<file path="config.mk">
export PLATFORM = sky130hd
export DESIGN_NAME = mult_share_arbiter
export DESIGN_NICKNAME = d
export VERILOG_FILES = /design/src/rtl/mult_arb_pkg.sv /design/src/rtl/rr_picker.sv /design/src/rtl/mult_share_arbiter.sv
export SDC_FILE = /design/constraint.sdc
export NUM_CORES = 1
export LEC_CHECK = 0
export ABC_AREA = 1
export BUFFER_PORTS_ARGS = -buffer_cell sky130_fd_sc_hd__buf_2
export CORE_ASPECT_RATIO = 1.1
export CORE_MARGIN = 2
export CORE_UTILIZATION = 46
export DETAILED_ROUTE_END_ITERATION = 10
export PLACE_DENSITY_LB_ADDON = 0.25
export SETUP_SLACK_MARGIN = 0.02
export SLEW_MARGIN = 20
export SYNTH_ARGS = -nofsm -noshare
export SYNTH_HDL_FRONTEND = slang
export SYNTH_SLANG_ARGS = --single-unit
export TNS_END_PERCENT = 30
</file>
<file path="constraint.sdc">
create_clock -name clk -period 1.7 [get_ports clk]
set_input_delay 0.255 -clock clk [delete_from_list [all_inputs] [get_ports clk]]
set_output_delay 0.255 -clock clk [all_outputs]
set_load 0.03 [all_outputs]
</file>
<file path="src/rtl/mult_arb_pkg.sv">
// Shared definitions for the multiplier-sharing arbiter: FSM state codes,
// default sizing constants and the grant index width helper.
package mult_arb_pkg;

  typedef enum logic [1:0] {
    IDLE  = 2'b00,
    ISSUE = 2'b01,
    BUSY  = 2'b10,
    DONE  = 2'b11
  } state_t;

  localparam int DEF_NREQ    = 2;
  localparam int DEF_WIDTH   = 8;
  localparam int DEF_TIMEOUT = 64;

  // Width of a requester index; never narrower than one bit.
  function automatic int gid_width(input int n);
    return (n > 2) ? $clog2(n) : 1;
  endfunction

endpackage

</file>
<file path="src/rtl/rr_picker.sv">
// Combinational round-robin picker. Searches last+1, last+2, ... (mod NREQ)
// and returns the first requesting index. Kept generic so other shared
// resource arbiters can reuse it.
module rr_picker #(
  parameter int NREQ = 2,
  parameter int GW   = 1
) (
  input  logic [NREQ-1:0] req,
  input  logic [GW-1:0]   last,
  output logic [GW-1:0]   grant,
  output logic            any_req
);

  // Walk the rotation from farthest to nearest so the nearest hit wins.
  always_comb begin
    grant   = '0;
    any_req = 1'b0;
    for (int k = NREQ; k >= 1; k--) begin
      if (req[(int'(last) + k) % NREQ]) begin
        grant   = GW'((int'(last) + k) % NREQ);
        any_req = 1'b1;
      end
    end
  end

endmodule

</file>
<file path="src/rtl/mult_share_arbiter.sv">
// Round-robin arbiter/sequencer sharing one signed shift-add multiplier
// among NREQ requesters. Latches the winner's operands and sign mode,
// pulses m_start, waits for m_valid, captures the product and returns a
// one-cycle ack to the winner.
// Optional build macro: MULT_ARB_TIMEOUT_EN adds a BUSY watchdog that
// aborts after TIMEOUT cycles with result=0 and err=1.
module mult_share_arbiter
  import mult_arb_pkg::*;
#(
  parameter  int NREQ    = DEF_NREQ,
  parameter  int WIDTH   = DEF_WIDTH,
  parameter  int TIMEOUT = DEF_TIMEOUT,
  localparam int GW      = gid_width(NREQ)
) (
  input  logic                  clk,
  input  logic                  reset,
  input  logic [NREQ-1:0]       req,
  input  logic [NREQ*WIDTH-1:0] op_a,
  input  logic [NREQ*WIDTH-1:0] op_b,
  input  logic [NREQ-1:0]       sgn,
  output logic [NREQ-1:0]       ack,
  output logic [2*WIDTH-1:0]    result,
  output logic                  err,
  output logic [GW-1:0]         grant_id,
  output logic                  busy,
  output logic                  m_start,
  output logic                  m_sign,
  output logic [WIDTH-1:0]      m_a,
  output logic [WIDTH-1:0]      m_b,
  input  logic                  m_valid,
  input  logic [2*WIDTH-1:0]    m_product
);

  // Reject configurations the arbiter is not built for.
  if (NREQ < 2 || NREQ > 8 || TIMEOUT < 1) begin : g_bad_cfg
    $error("mult_share_arbiter: NREQ must be 2..8 and TIMEOUT >= 1");
  end

  state_t               state_reg;
  logic [GW-1:0]        last_reg;
  logic [GW-1:0]        grant_reg;
  logic [NREQ-1:0]      ack_reg;
  logic [2*WIDTH-1:0]   result_reg;
  logic                 busy_reg;
  logic                 m_start_reg;
  logic                 m_sign_reg;
  logic [WIDTH-1:0]     m_a_reg;
  logic [WIDTH-1:0]     m_b_reg;

  logic [WIDTH-1:0]     a_slice [NREQ];
  logic [WIDTH-1:0]     b_slice [NREQ];
  logic [NREQ-1:0]      grant_onehot;
  logic [GW-1:0]        pick_id;
  logic                 pick_any;

  // Unpack per-requester operand slices and decode the owner to one-hot.
  for (genvar gi = 0; gi < NREQ; gi++) begin : g_slice
    assign a_slice[gi]      = op_a[gi*WIDTH +: WIDTH];
    assign b_slice[gi]      = op_b[gi*WIDTH +: WIDTH];
    assign grant_onehot[gi] = (grant_reg == GW'(gi));
  end

  rr_picker #(
    .NREQ (NREQ),
    .GW   (GW)
  ) u_picker (
    .req     (req),
    .last    (last_reg),
    .grant   (pick_id),
    .any_req (pick_any)
  );

`ifdef MULT_ARB_TIMEOUT_EN
  localparam int CW = $clog2(TIMEOUT + 1);
  logic [CW-1:0] cnt_reg;
  logic          err_reg;
  logic          timeout_hit;

  // Counter holds BUSY cycles already elapsed, so TIMEOUT-1 marks the last one.
  assign timeout_hit = (cnt_reg == CW'(TIMEOUT - 1));
  assign err         = err_reg;
`else
  assign err = 1'b0;
`endif

  assign ack      = ack_reg;
  assign result   = result_reg;
  assign grant_id = grant_reg;
  assign busy     = busy_reg;
  assign m_start  = m_start_reg;
  assign m_sign   = m_sign_reg;
  assign m_a      = m_a_reg;
  assign m_b      = m_b_reg;

  // Transaction sequencer: grant, issue, wait for product, acknowledge.
  always_ff @(posedge clk or negedge reset) begin
    if (!reset) begin
      state_reg   <= IDLE;
      last_reg    <= GW'(NREQ - 1);
      grant_reg   <= '0;
      ack_reg     <= '0;
      result_reg  <= '0;
      busy_reg    <= 1'b0;
      m_start_reg <= 1'b0;
      m_sign_reg  <= 1'b0;
      m_a_reg     <= '0;
      m_b_reg     <= '0;
`ifdef MULT_ARB_TIMEOUT_EN
      cnt_reg     <= '0;
      err_reg     <= 1'b0;
`endif
    end else begin
      case (state_reg)
        IDLE: begin
          if (pick_any) begin
            grant_reg   <= pick_id;
            last_reg    <= pick_id;
            m_a_reg     <= a_slice[pick_id];
            m_b_reg     <= b_slice[pick_id];
            m_sign_reg  <= sgn[pick_id];
            m_start_reg <= 1'b1;
            busy_reg    <= 1'b1;
            state_reg   <= ISSUE;
          end
        end
        ISSUE: begin
          m_start_reg <= 1'b0;
          state_reg   <= BUSY;
`ifdef MULT_ARB_TIMEOUT_EN
          cnt_reg     <= '0;
`endif
        end
        BUSY: begin
          if (m_valid) begin
            result_reg <= m_product;
            ack_reg    <= grant_onehot;
            state_reg  <= DONE;
          end
`ifdef MULT_ARB_TIMEOUT_EN
          else if (timeout_hit) begin
            result_reg <= '0;
            err_reg    <= 1'b1;
            ack_reg    <= grant_onehot;
            state_reg  <= DONE;
          end else begin
            cnt_reg <= cnt_reg + 1'b1;
          end
`endif
        end
        DONE: begin
          ack_reg   <= '0;
          busy_reg  <= 1'b0;
          state_reg <= IDLE;
`ifdef MULT_ARB_TIMEOUT_EN
          err_reg   <= 1'b0;
`endif
        end
        default: state_reg <= IDLE;
      endcase
    end
  end

endmodule

</file>
**After elaboration in Yosys (flattened, before gate mapping)**

Cells that the tools add are included.

- Logic and storage cells: 61
- Input bits: 55
- Flip-flop bits (word level): 41
- Memory bits (writable): 0
- Output and inout port bits: 39
- Memories: 0
- Bits in latches: 0
- ROM bits: 0

- Mux-type cells: 26
- Order comparisons: 4
- Bitwise gates (word level): 4
- Reduce and logical (&&, ||, !) cells: 10
- $mul: 0
- Shift operators: 0
- Add/sub/neg operators: 2
- Equal/unequal tests: 5
- Divide/modulo/power cells: 0

Operator list:

| kind | number |
|---|---|
| 8-bit 2-to-1 mux | 6 |
| 1-bit 2-to-1 mux | 13 |
| 2-bit AND reduction | 6 |
| 2-bit case mux with 4 select lines | 1 |
| 2-bit by 3-bit less-than comparator with 1-bit output, second input constant | 2 |
| 2-bit 2-to-1 mux | 3 |
| 2-bit nonzero test | 3 |
| 2-bit == test, second input constant | 2 |
| 2-bit inequality test, second input constant | 2 |
| 1-bit case mux with 2 select lines | 2 |
| 2-bit case mux with 2 select lines | 1 |
| 1-bit adder, second input constant | 2 |
| 1-bit bitwise AND, first input constant | 2 |
| 2-bit by 1-bit == test with 1-bit output, second input constant | 1 |
| 2-bit >= comparator, second input constant | 1 |
| 2-bit logical NOT | 1 |
| 1-bit by 2-bit less-than comparator with 1-bit output, second input constant | 1 |
| 1-bit NOT with 2-bit output | 1 |
| 1-bit NOT | 1 |

**Longest topological paths before layout**

Gate-level depths: netlist of the first run.

- Depth in word-level cells: 11
- Gate-level depth with buffers: 8

**Modules after synthesis**

Synthesis of the first run repeated with hierarchy kept, for this count alone.

- Cell total of the unflattened synthesis: 260
- Area total of the unflattened synthesis: 2140.8 µm²

Modules (own cells, without submodules):

| module | sequential area each (µm²) | area an instance (µm²) | instances | cells each |
|---|---|---|---|---|
| mult_share_arbiter | 1027.2 | 2125.8 | 1 | 257 |
| rr_picker | 0.0 | 15.0 | 1 | 3 |

**Worst setup path before layout of the first run**

OpenSTA, ideal clock, no wires.

- Kind: reg2reg
- From: register state_reg[0]
- To: register result_reg[10] (netlist: result[10])
- Stages on the path, launching flop included: 7
- Slack: 0.425 ns
- Period minus slack after synthesis: 1.275 ns
- Arrival time: 1.209 ns
- Cell sequence: dfrtp_1 -> inv_1 -> ha_1 -> nand2_2 -> clkbuf_1 -> nand2_1 -> nand2_1

- Cells in the longest elaborated chain, start to end: 2

RTL lines:

| item | RTL line | text |
|---|---|---|
| start: declaration | mult_share_arbiter.sv:39 | `state_t state_reg;` |
| start signal: assignment | mult_share_arbiter.sv:98 | `state_reg <= IDLE;` |
| start signal: assignment | mult_share_arbiter.sv:123 | `state_reg <= ISSUE;` |
| start signal: assignment | mult_share_arbiter.sv:128 | `state_reg <= BUSY;` |
| 2-bit == test | mult_share_arbiter.sv:113 | `case (state_reg)` |
| 2-bit AND reduction (no line) | -- |  |
| end signal: assignment | mult_share_arbiter.sv:135 | `result_reg <= m_product;` |
| end: declaration | mult_share_arbiter.sv:43 | `logic [2*WIDTH-1:0] result_reg;` |

Every way passes these cells.
A chain may end at the register's enable or synchronous reset.

**Final worst setup path of the first run**

- From: register state_reg[0]
- To: register ack_reg[0] (netlist: ack[0])

- Cells in the longest elaborated chain, start to end: 3
- Elaborated cells on any way between the ends: 6
- Classes of those cells: eq/ne: 3; mux: 1; reduce/logical: 2

RTL lines:

| item | RTL line | text |
|---|---|---|
| 2-bit == test | mult_share_arbiter.sv:113 |  |
| 2-bit inequality test (no line) / 2-bit nonzero test (equally long branches) | -- |  |
| 2-bit AND reduction (no line) | -- |  |
| end signal: assignment | mult_share_arbiter.sv:136 | `ack_reg <= grant_onehot;` |
| end: declaration | mult_share_arbiter.sv:42 | `logic [NREQ-1:0] ack_reg;` |

Several ways; a longest one is shown, not always the timed one.

==> results by group, run 1 <==
Layout
  • Non-filler instance count after layout: 403
  • Util after Layout: 60.9%
  • Area grow syn2layout: 28.4%
  • # nets final: 408
  • Share of layout cells above drive strength 1: 33.5%
  • Number of inserted diodes: 0
  • Largest register FFs: 16
  • Design Area, Final: 2610 um2

Synth
  • Sequential area share after synthesis: 50.5%
  • Avg Inst Size Synth: 8.00 um2
  • Syn_nets: 314
  • Mapped cell area: 2030 um2
  • Syn Inst Count: 254
  • Post-synth cell types: 24
  • Yosys warnings: 0
  • Yosys reg bits: 41

Floorplanning
  • Die Y: 73.7 um
  • Initial core utilization: 47.4%
  • Die ar.: 4970 um2
  • Io pins: 94
  • Core area: 4290 um2
  • Die X: 67.4 um
  • Site Rows: 25

Placed design
  • DPL Wire Length: 3.33 mm
  • # port buffers: 92
  • GPL Wtd Cong: 0.776
  • Setup WS pre-CTS: 0.224 ns
  • DP Area: 2480 um2
  • Placed insts: 394

Run status
  • Status: finished clean

Timing
  • Slew Limit Fails: 0
  • Worst-margin pin slew: 0.639 ns
  • Fin. Hold Viols: 0
  • Max-slew headroom: 57.4%
  • Setup violators final: 0
  • Peak Freq: 0.671 GHz
  • Clock Skews: 0.00594 ns
  • Hold_ws: 0.148 ns
  • Tcrit/Tclk final: 87.7%
  • Setup TNS: 0 ns
  • Worst Setup Slack, final: 0.210 ns
  • Final worst path period need: 1.49 ns
  • RSZ-0062 raised after global routing: false

Clock network
  • Clock root cell: clkbuf_8
  • Clock latency on the worst-skew pair: 0.30 ns
  • Post_cts resized: 0
  • CTS tree: built
  • CTS sink count: 41
  • # Post-CTS Setup Buffers: 0
  • Cts bufs inserted: 5
  • H-Tree Depth: 2
  • CTS Hold Bufs: 1
  • Clk slew on worst S/H paths: 0.08 ns
  • Clock Tree Buf Depth: 2

Setup path
  • Critical path cell sequence: inv_1, ha_1, nand2_2, inv_2, nand2_1, o22ai_1
  • Worst Path Arrival: 1.71 ns
  • Crit path max fanout: 18
  • Worst EP required: 1.92 ns
  • CP max stage delay: 0.42 ns
  • Crit start category: flop
  • Slowest-stage cell, CP: dfrtp_1
  • Worst setup path class: reg -> reg
  • CP endpoint kind: flop

Detailed routing
  • DR DRC count: 0
  • Initial DRT Pass Iterations: 4
  • Post-Route WL: 4.46 mm
  • Iteration-0 DRC Markers: 132
  • Mean routed wirelength per cell: 11.1 um
  • ANT nets after route: 0
  • DR vias/cell: 4.60
  • DR vias: 1853

Job
  • Max Cap Viol: 0

GRT
  • Initial antenna violation count: 0
  • Largest net degree at the start of global routing: 30
  • Gr usage total: 20.1%
  • Vias in the first global route: 1721
  • GRT Residual Overflow: 0
  • First-pass GRT wire length: 7.47 mm

Power
  • IR drop worst, VDD: 0.948 mV
  • PnR Total Power: 5.06 mW
  • Static leakage: 1.60 nW
  • Pwr dens: 1940 nW/um2

Hold path
  • Hold Crit Class: in -> reg
## synthesized netlist by cell type (all sizes together)
master | instances | area (um2)
inv | 15 | 63.8
conb | 1 | 3.75
clkbuf | 1 | 3.75
or2 | 1 | 6.26
nand4 | 1 | 6.26
dfrtp | 40 | 1000
buf | 10 | 115
dfstp | 1 | 26.3
o22ai | 1 | 6.26
nand3 | 21 | 110
o21ai | 4 | 20.0
nand2 | 153 | 608
ha | 5 | 62.6
## power breakdown
| part | leakage, nW | internal (mW) | total [mW] | switching [mW] |
|---|---|---|---|---|
| clock | 0.0574 | 0.477 | 0.824 | 0.346 |
| combinational | 1.03 | 0.752 | 2.54 | 1.79 |
| sequential | 0.510 | 1.45 | 1.69 | 0.247 |
## layout make-up
class / instances / area, um2
multi-input combinational: 187 / 823
timing repair buffer: 98 / 508
clock inverter: 2 / 37.5
sequential: 41 / 1030
inverter: 15 / 63.8
tap: 54 / 67.6
clock buffer: 6 / 82.6
fill: 417 / 1680
## cell usage in the layout, fill, tap and decap left out, drive strengths merged, types with 4 or more instances in the layout
cell    netlist  final
dfrtp        40     40
buf          10     97
nand3        21     21
nand2       153    153
ha            5      5
inv          15     15
o21ai         4      4
clkbuf        1      6
## critical path, delay by kind of cell (launching register included)
family | cells | cell delay, ns
AND/OR/NAND/NOR | 2 | 0.24
flip-flops | 1 | 0.42
AO/OA/AOI/OAI | 1 | 0.16
buffers and inverters | 2 | 0.37
adder cells (fa/ha/maj) | 1 | 0.22
## layer usage
layer	share of wire, %	GRT usage (%)
met5	0	0
met4	2.2	9.52
met3	4.6	5.36
met2	48	31.1
met1	46	26.0
## worst paths after layout
check	start	to	slack (ns)	depth (start not counted)
max	state_reg[0]$_DFFE_PN0P_	ack[0]$_DFFE_PN0P_	0.21	6
max in group asynchronous	reset	result[3]$_DFFE_PN0P_	0.62	3
min	m_product[10]	result[10]$_DFFE_PN0P_	0.15	3
max reg2reg	state_reg[0]$_DFFE_PN0P_	ack[0]$_DFFE_PN0P_	0.21	6
min reg2reg	m_b[5]$_DFFE_PN0P_	m_b[5]$_DFFE_PN0P_	0.48	2
min in group asynchronous	reset	m_b[3]$_DFFE_PN0P_	0.52	2
## cell families after synthesis
group / after synthesis / synth area share [%]
buffers and inverters: 26 / 8.98
other: 1 / 0.184
DFF: 41 / 50.5
adders and majority gates: 5 / 3.08
AOI/OAI and AO/OA: 5 / 1.29
and+or+nand+nor: 176 / 35.9
Note: power is estimated with default switching activity, not from simulation.
==> inputs of run 2 (changes only) <==
--- a/config.mk
+++ b/config.mk
@@ -9,12 +9,13 @@
 export BUFFER_PORTS_ARGS = -buffer_cell sky130_fd_sc_hd__buf_2
 export CORE_ASPECT_RATIO = 1.1
 export CORE_MARGIN = 2
-export CORE_UTILIZATION = 46
+export CORE_UTILIZATION = 47
 export DETAILED_ROUTE_END_ITERATION = 10
 export PLACE_DENSITY_LB_ADDON = 0.25
 export SETUP_SLACK_MARGIN = 0.02
 export SLEW_MARGIN = 20
 export SYNTH_ARGS = -nofsm -noshare
 export SYNTH_HDL_FRONTEND = slang
+export SYNTH_HIERARCHICAL = 1
 export SYNTH_SLANG_ARGS = --single-unit
 export TNS_END_PERCENT = 30
==> run 2 against run 1 <==
  * Sequential share of layout area fell by 0.87 points
  * Clock power fell by 26%
  * Hold slack better by 0.052 ns
  * Cell area is 2.3% higher
  * Wire length grew 3.3%
  * Synthesized area increased by 5.3%
  * First-iteration DRC count down 30%
  * Critical path depth grew 2
  * Clock skew fell by 0.0038 ns
  * Critical path type unchanged
  * Highest routed layer unchanged
==> results by group, run 2 <==
Hold path
  • Start point of the worst min-delay path: m_product[15] (was m_product[10])
  • Hold Crit Class: in -> reg (unchanged)
  • Hold Crit Endpoint: result[15]$_DFFE_PN0P_ (was result[10]$_DFFE_PN0P_)
  • WHS Path Cells: 3 (unchanged)

Setup path
  • Slowest-stage cell, CP: dfrtp_1 (unchanged)
  • Critical path cell sequence: inv_1, ha_1, buf_4, inv_2, nand2_2, nand2_1, nand2_1, nand2_1 (was inv_1, ha_1, nand2_2, inv_2, nand2_1, o22ai_1)
  • Crit-path most repeated cell: nand2_1
  • Cell family with most CP delay: flip-flops (unchanged)
  • CP endpoint kind: flop (unchanged)
  • R2R cell count: 8 (was 6)
  • Critical path buffers and inverters: 3 (was 2)
  • Worst Path Arrival: 1.63 ns (was 1.71 ns)
  • Crit path max fanout: 8 (was 18)
  • Reg-to-reg startpoint: state_reg[0]$_DFFE_PN0P_ (unchanged)
  • Reg-to-Reg End: ack[0]$_DFFE_PN0P_ (unchanged)
  • Critical path depth: 8 (was 6)
  • CP max stage delay: 0.43 ns (was 0.42 ns)
  • Crit start category: flop (unchanged)
  • R2R Setup Slk: 0.26 ns (was 0.21 ns)
  • Worst setup path class: reg -> reg (unchanged)
  • Worst EP required: 1.88 ns (was 1.92 ns)

Timing
  • Setup violators final: 0 (unchanged)
  • Worst Setup Slack, final: 0.255 ns (was 0.210 ns)
  • Tcrit/Tclk final: 85.0% (was 87.7%)
  • Max-slew headroom: 62.5% (was 57.4%)
  • Setup TNS: 0 ns (unchanged)
  • Final worst path period need: 1.44 ns (was 1.49 ns)
  • Worst-margin pin slew: 0.562 ns (was 0.639 ns)
  • Fin. Hold Viols: 0 (unchanged)
  • Clock Skews: 0.00216 ns (was 0.00594 ns)
  • RSZ-0062 raised after global routing: false (unchanged)
  • Peak Freq: 0.692 GHz (was 0.671 GHz)
  • Slew Limit Fails: 0 (unchanged)

Clock network
  • Clock root cell: clkbuf_8 (unchanged)
  • CTS sink count: 41 (unchanged)
  • Clock latency on the worst-skew pair: 0.29 ns (was 0.30 ns)
  • Cts bufs inserted: 5 (unchanged)
  • H-Tree Depth: 2 (unchanged)
  • CTS tree: built (unchanged)
  • Clk slew on worst S/H paths: 0.07 ns (was 0.08 ns)
  • Clock Tree Buf Depth: 2 (unchanged)

Job
  • Max Cap Viol: 0 (unchanged)

Synth
  • Synth top cells by count: nand2_1 (146), dfrtp_1 (40), nand2_2 (14) (was nand2_1 (147), dfrtp_1 (40), nand3_1 (20))
  • Syn Inst Count: 260 (was 254)
  • Yosys warnings: 6 (was 0)
  • Yosys reg bits: 41 (unchanged)
  • Yosys top cell area share: 46.8% (was 49.2%)
  • Post-synth cell types: 22 (was 24)
  • Mapped cell area: 2140 um2 (was 2030 um2)
  • Synth area leader: dfrtp_1 (unchanged)
  • Syn_nets: 321 (was 314)
  • EDFF count, synth: 0 (unchanged)
  • Sequential area share after synthesis: 48.0% (was 50.5%)
  • Avg Inst Size Synth: 8.23 um2 (was 8.00 um2)
  • FFs w/ async S/R, synth: 100% (unchanged)
  • Top-count cell post-synth: nand2_1 (unchanged)
  • Top post-synthesis cells by area: dfrtp_1 (47%), nand2_1 (26%), nand3_2 (4.7%), nand2_2 (4.1%), ha_1 (3.5%) (was dfrtp_1 (49%), nand2_1 (27%), nand3_1 (4.9%), buf_6 (3.3%), ha_1 (3.1%))
  • Main synth FF type: dfrtp_1 (unchanged)

Floorplanning
  • Die Y: 74.8 um (was 73.7 um)
  • Core area: 4350 um2 (was 4290 um2)
  • Die ar.: 5110 um2 (was 4970 um2)
  • Io pins: 94 (unchanged)
  • Site Rows: 25 (unchanged)
  • Die X: 68.4 um (was 67.4 um)
  • Initial core utilization: 49.2% (was 47.4%)

Layout
  • Most common cell after layout, fill and taps aside: nand2_1 (unchanged)
  • Number of inserted diodes: 0 (unchanged)
  • Fill count: 415 (was 417)
  • # nets final: 415 (was 408)
  • Area grow syn2layout: 24.7% (was 28.4%)
  • Share of layout cells above drive strength 1: 38.0% (was 33.5%)
  • Util after Layout: 61.4% (was 60.9%)
  • Largest register FFs: 16 (unchanged)
  • Commonest cells after routing, fill and taps aside: nand2_1 (146), buf_2 (92), dfrtp_1 (40) (was nand2_1 (147), buf_2 (92), dfrtp_1 (40))
  • Non-filler instance count after layout: 409 (was 403)

GRT
  • Initial antenna violation count: 0 (unchanged)
  • First-pass GRT wire length: 7.29 mm (was 7.47 mm)
  • Largest net degree at the start of global routing: 22 (was 30)
  • Gr usage total: 18.9% (was 20.1%)
  • Vias in the first global route: 1684 (was 1721)
  • GRT Residual Overflow: 0 (unchanged)

Power
  • IR drop worst, VDD: 0.930 mV (was 0.948 mV)
  • Pwr dens: 1850 nW/um2 (was 1940 nW/um2)
  • PnR Total Power: 4.93 mW (was 5.06 mW)
  • Static leakage: 1.63 nW (was 1.60 nW)

Detailed routing
  • DR vias: 1899 (was 1853)
  • Post-Route WL: 4.61 mm (was 4.46 mm)
  • DR vias/cell: 4.64 (was 4.60)
  • DR DRC count: 0 (unchanged)
  • Mean routed wirelength per cell: 11.3 um (was 11.1 um)
  • Initial DRT Pass Iterations: 4 (unchanged)
  • ANT nets after route: 0 (unchanged)
  • Iteration-0 DRC Markers: 92 (was 132)

Placed design
  • GPL Wtd Cong: 0.786 (was 0.776)
  • Setup WS pre-CTS: 0.00258 ns (was 0.224 ns)
  • DPL Wire Length: 3.47 mm (was 3.33 mm)
  • Placed insts: 400 (was 394)
  • # port buffers: 92 (unchanged)

Run status
  • Status: finished clean (unchanged)
run 2: cell count changes after synthesis, moves of 2 or more:
cell,delta
o21ai_0,-3
nand2_2,+10
nand3_1,-9
buf_4,+2
nand3_2,+9
inv_1,-2
run 2: tightest hold or removal path, cell delays in order:
cell and delay, ns:
buf_2 0.08, nand3_2 0.06, nand2_1 0.06
run 2: cells by family (layout without fill, tap and decap cells):
logic type / Yosys count / after routing / synth area share, %
AND/OR/NAND/NOR: 185 / 185 / 38.2
AO/OA/AOI/OAI: 2 / 2 / 0.467
buffers and inverters: 25 / 120 / 9.64
other: 1 / 1 / 0.175
flip-flops: 41 / 41 / 48.0
adder cells (fa/ha/maj): 6 / 6 / 3.51
run 2: routing by layer:
metal | part of all wire (%) | vias to the layer above | GRT usage, %
li1 | - | 974 | -
met1 | 44 | 854 | 23.2
met2 | 48 | 65 | 32.7
met3 | 6.2 | 6 | 4.78
met4 | 1.3 | 0 | 6.00
met5 | 0 | - | 0
run 2: layout make-up:
type / instances / area [um2] / area share, %
multi-input cells: 194 / 918 / 34.4
inverters: 13 / 57.6 / 2.16
flip-flops and latches: 41 / 1030 / 38.5
clock inverters: 2 / 10.0 / 0.375
well taps: 54 / 67.6 / 2.53
clock buffers: 6 / 72.6 / 2.72
repair buffers: 99 / 515 / 19.3
run 2: timing repair:
item / in CTS / in global routing
hold buffers: 1 / 0
setup endpoints to repair: 0 / 17
setup buffers: 0 / 0
endpoints found under the hold margin: 19 / 0
gates resized for setup: 0 / 1
run 2: worst max path at each step:
stage / start / endpoint / slack, ns
4_1_cts: last_reg$_DFFE_PN1P_ / m_a[5]$_DFFE_PN0P_ / 0.03
3_5_place_dp: req[0] / m_a[5]$_DFFE_PN0P_ / 0.003
2_1_floorplan: state_reg[0]$_DFFE_PN0P_ / m_a[0]$_DFFE_PN0P_ / 0.47
3_3_place_gp: req[0] / m_b[2]$_DFFE_PN0P_ / 0.03
6_report: state_reg[0]$_DFFE_PN0P_ / ack[0]$_DFFE_PN0P_ / 0.26
5_1_grt: state_reg[0]$_DFFE_PN0P_ / m_b[1]$_DFFE_PN0P_ / 0.14
run 2: through the flow:
stage	instance area [um2]	hold WS (ns)
3_5_place_dp	2570	0.240
4_1_cts	2660	0.190
3_3_place_gp	2570	0.233
5_1_grt	2670	0.199
6_report	2670	0.200
2_1_floorplan	2140	-0.0406
run 2: power breakdown:
part	switching (mW)	internal, mW	leakage (nW)
Sequential	0.260	1.44	0.510
Clock	0.328	0.285	0.0450
Combinational	1.83	0.784	1.08
==> inputs of run 3 (changes only) <==
==> constraint.sdc (replaced) <==
create_clock -name clk -period 1.45 [get_ports clk]
set_input_delay 0.2175 -clock clk [delete_from_list [all_inputs] [get_ports clk]]
set_output_delay 0.2175 -clock clk [all_outputs]
set_load 0.03 [all_outputs]
==> run 3 against run 2 <==
  * Clock skew increased by 0.0036 ns
  * Critical path depth fell by 3
  * Cell area grew 3.0%
  * Die area did not move
  * Maximum frequency is 14% higher
  * Cell count up 1.2%
  * Via count down 0.58%
  * Critical path type unchanged
  * Highest routed layer unchanged
==> results by group, run 3 (same netlist as run 2, synthesis figures left out) <==
Clock network
  • Clk slew on worst S/H paths: 0.07 ns (about the same)
  • H-Tree Depth: 2 (unchanged)
  • Clock Tree Buf Depth: 2 (unchanged)
  • Clock root cell: clkbuf_8 (unchanged)
  • Cts bufs inserted: 5 (unchanged)
  • CTS tree: built (unchanged)
  • Clock latency on the worst-skew pair: 0.30 ns (was 0.29 ns)
  • CTS sink count: 41 (unchanged)

Detailed routing
  • Mean routed wirelength per cell: 11.1 um (was 11.3 um)
  • DR DRC count: 0 (unchanged)
  • Iteration-0 DRC Markers: 79 (was 92)
  • ANT nets after route: 0 (unchanged)
  • DR vias: 1888 (was 1899)
  • Post-Route WL: 4.61 mm (about the same)
  • Initial DRT Pass Iterations: 4 (unchanged)
  • DR vias/cell: 4.56 (was 4.64)

Power
  • IR drop worst, VDD: 0.992 mV (was 0.930 mV)
  • Pwr dens: 2150 nW/um2 (was 1850 nW/um2)
  • Static leakage: 1.67 nW (was 1.63 nW)

Floorplanning
  • Die X: 68.4 um (unchanged)
  • Die ar.: 5110 um2 (unchanged)
  • Die Y: 74.8 um (unchanged)
  • Io pins: 94 (unchanged)
  • Core area: 4350 um2 (unchanged)
  • Site Rows: 25 (unchanged)
  • Initial core utilization: 49.2% (unchanged)

Setup path
  • Critical path depth: 5 (was 8)
  • Reg-to-Reg End: ack[1]$_DFFE_PN0P_ (was ack[0]$_DFFE_PN0P_)
  • Worst setup path class: reg -> reg (unchanged)
  • Worst EP required: 1.69 ns (was 1.88 ns)
  • Worst setup startpoint: state_reg[0]$_DFFE_PN0P_ (unchanged)
  • CP max stage delay: 0.43 ns (about the same)
  • Worst Path Arrival: 1.50 ns (was 1.63 ns)
  • Slowest-stage cell, CP: dfrtp_1 (unchanged)
  • Critical path buffers and inverters: 2 (was 3)
  • Reg-to-reg startpoint: state_reg[0]$_DFFE_PN0P_ (unchanged)
  • Critical path cell sequence: inv_1, ha_2, buf_4, nand4_1, nand2_1 (was inv_1, ha_1, buf_4, inv_2, nand2_2, nand2_1, nand2_1, nand2_1)
  • Cell family with most CP delay: flip-flops (unchanged)
  • R2R cell count: 5 (was 8)
  • Crit start category: flop (unchanged)
  • R2R Setup Slk: 0.19 ns (was 0.26 ns)
  • CP endpoint kind: flop (unchanged)
  • Crit path max fanout: 8 (unchanged)

GRT
  • First-pass GRT wire length: 7.18 mm (was 7.29 mm)
  • Largest net degree at the start of global routing: 22 (unchanged)
  • Initial antenna violation count: 0 (unchanged)
  • Vias in the first global route: 1655 (was 1684)
  • Gr usage total: 18.8% (was 18.9%)
  • GRT Residual Overflow: 0 (unchanged)

Placed design
  • Placed insts: 402 (was 400)
  • # port buffers: 92 (unchanged)
  • DPL Wire Length: 3.40 mm (was 3.47 mm)
  • GPL Wtd Cong: 0.770 (was 0.786)

Timing
  • Final worst path period need: 1.26 ns (was 1.44 ns)
  • Clock Skews: 0.00580 ns (was 0.00216 ns)
  • Tcrit/Tclk final: 87.2% (was 85.0%)
  • Fin. Hold Viols: 0 (unchanged)
  • RSZ-0062 raised after global routing: false (unchanged)
  • Peak Freq: 0.791 GHz (was 0.692 GHz)
  • Setup violators final: 0 (unchanged)
  • Hold_ws: 0.155 ns (was 0.200 ns)
  • Slew Limit Fails: 0 (unchanged)

Run status
  • Status: finished clean (unchanged)

Layout
  • Largest register FFs: 16 (unchanged)
  • Most common cell after layout, fill and taps aside: nand2_1 (unchanged)
  • Util after Layout: 63.3% (was 61.4%)
  • Commonest cells after routing, fill and taps aside: nand2_1 (146), buf_2 (92), dfrtp_1 (40) (unchanged)
  • # nets final: 421 (was 415)
  • Share of layout cells above drive strength 1: 39.4% (was 38.0%)
  • Area grow syn2layout: 28.5% (was 24.7%)
  • Number of inserted diodes: 0 (unchanged)
  • Non-filler instance count after layout: 414 (was 409)

Hold path
  • WHS Path Cells: 3 (unchanged)
  • Hold Crit Class: in -> reg (unchanged)
  • Hold Crit Endpoint: result[6]$_DFFE_PN0P_ (was result[15]$_DFFE_PN0P_)
  • Start point of the worst min-delay path: m_product[6] (was m_product[15])

Job
  • Max Cap Viol: 0 (unchanged)
## run 3: worst max path at each step
stage / end / slack, ns
5_1_grt: ack[1]$_DFFE_PN0P_ / 0.08
3_5_place_dp: m_a[6]$_DFFE_PN0P_ / -0.23
4_1_cts: m_a[2]$_DFFE_PN0P_ / 0.03
6_report: ack[1]$_DFFE_PN0P_ / 0.19
2_1_floorplan: m_a[0]$_DFFE_PN0P_ / 0.22
3_3_place_gp: m_a[4]$_DFFE_PN0P_ / -0.19
## run 3: cell type report
type                    count  area, um2
clock inverters             1       7.51
well taps                  54       67.6
repair buffers            105        586
clock buffers               6       82.6
inverters                  13       58.8
fillers                   396       1600
flip-flops and latches     41       1030
multi-input cells         194        921
## run 3: power breakdown
group	total, mW	leakage [nW]	switching, mW	internal (mW)
Clock	0.762	0.0433	0.386	0.376
Sequential	1.99	0.510	0.304	1.69
Combinational	3.16	1.11	2.16	1.00
Total	5.92	1.67	2.85	3.07
## run 3: what timing repair did
action,CTS,global route
setup buffers,0,4
endpoints found under the setup margin,19,36
gates resized for setup,1,2
pin swaps,0,1
hold buffers,1,0
hold endpoints to repair,40,0
## run 3: layer usage
layer	vias up	GRT usage, %	share of wire [%]
li1	984	-	-
met1	827	21.4	42
met2	70	32.9	49
met3	7	5.83	7.1
met4	0	7.33	1.5
met5	-	0	0
## run 3: tightest hold or removal path, delay by kind of cell
kind / cells / cell delay, ns
buffers and inverters: 1 / 0.08
AND/OR/NAND/NOR: 2 / 0.12
## run 3: metrics by stage
stage	TNS [ns]	cell area (um2)	total power [mW]	setup slack, ns
6_report	0	2750	5.92	0.186
5_1_grt	0	2750	6.39	0.0760
4_1_cts	0	2690	5.92	0.0316
3_5_place_dp	-3.67	2580	5.13	-0.234
3_3_place_gp	-3.06	2580	5.07	-0.188
2_1_floorplan	0	2140	4.38	0.215
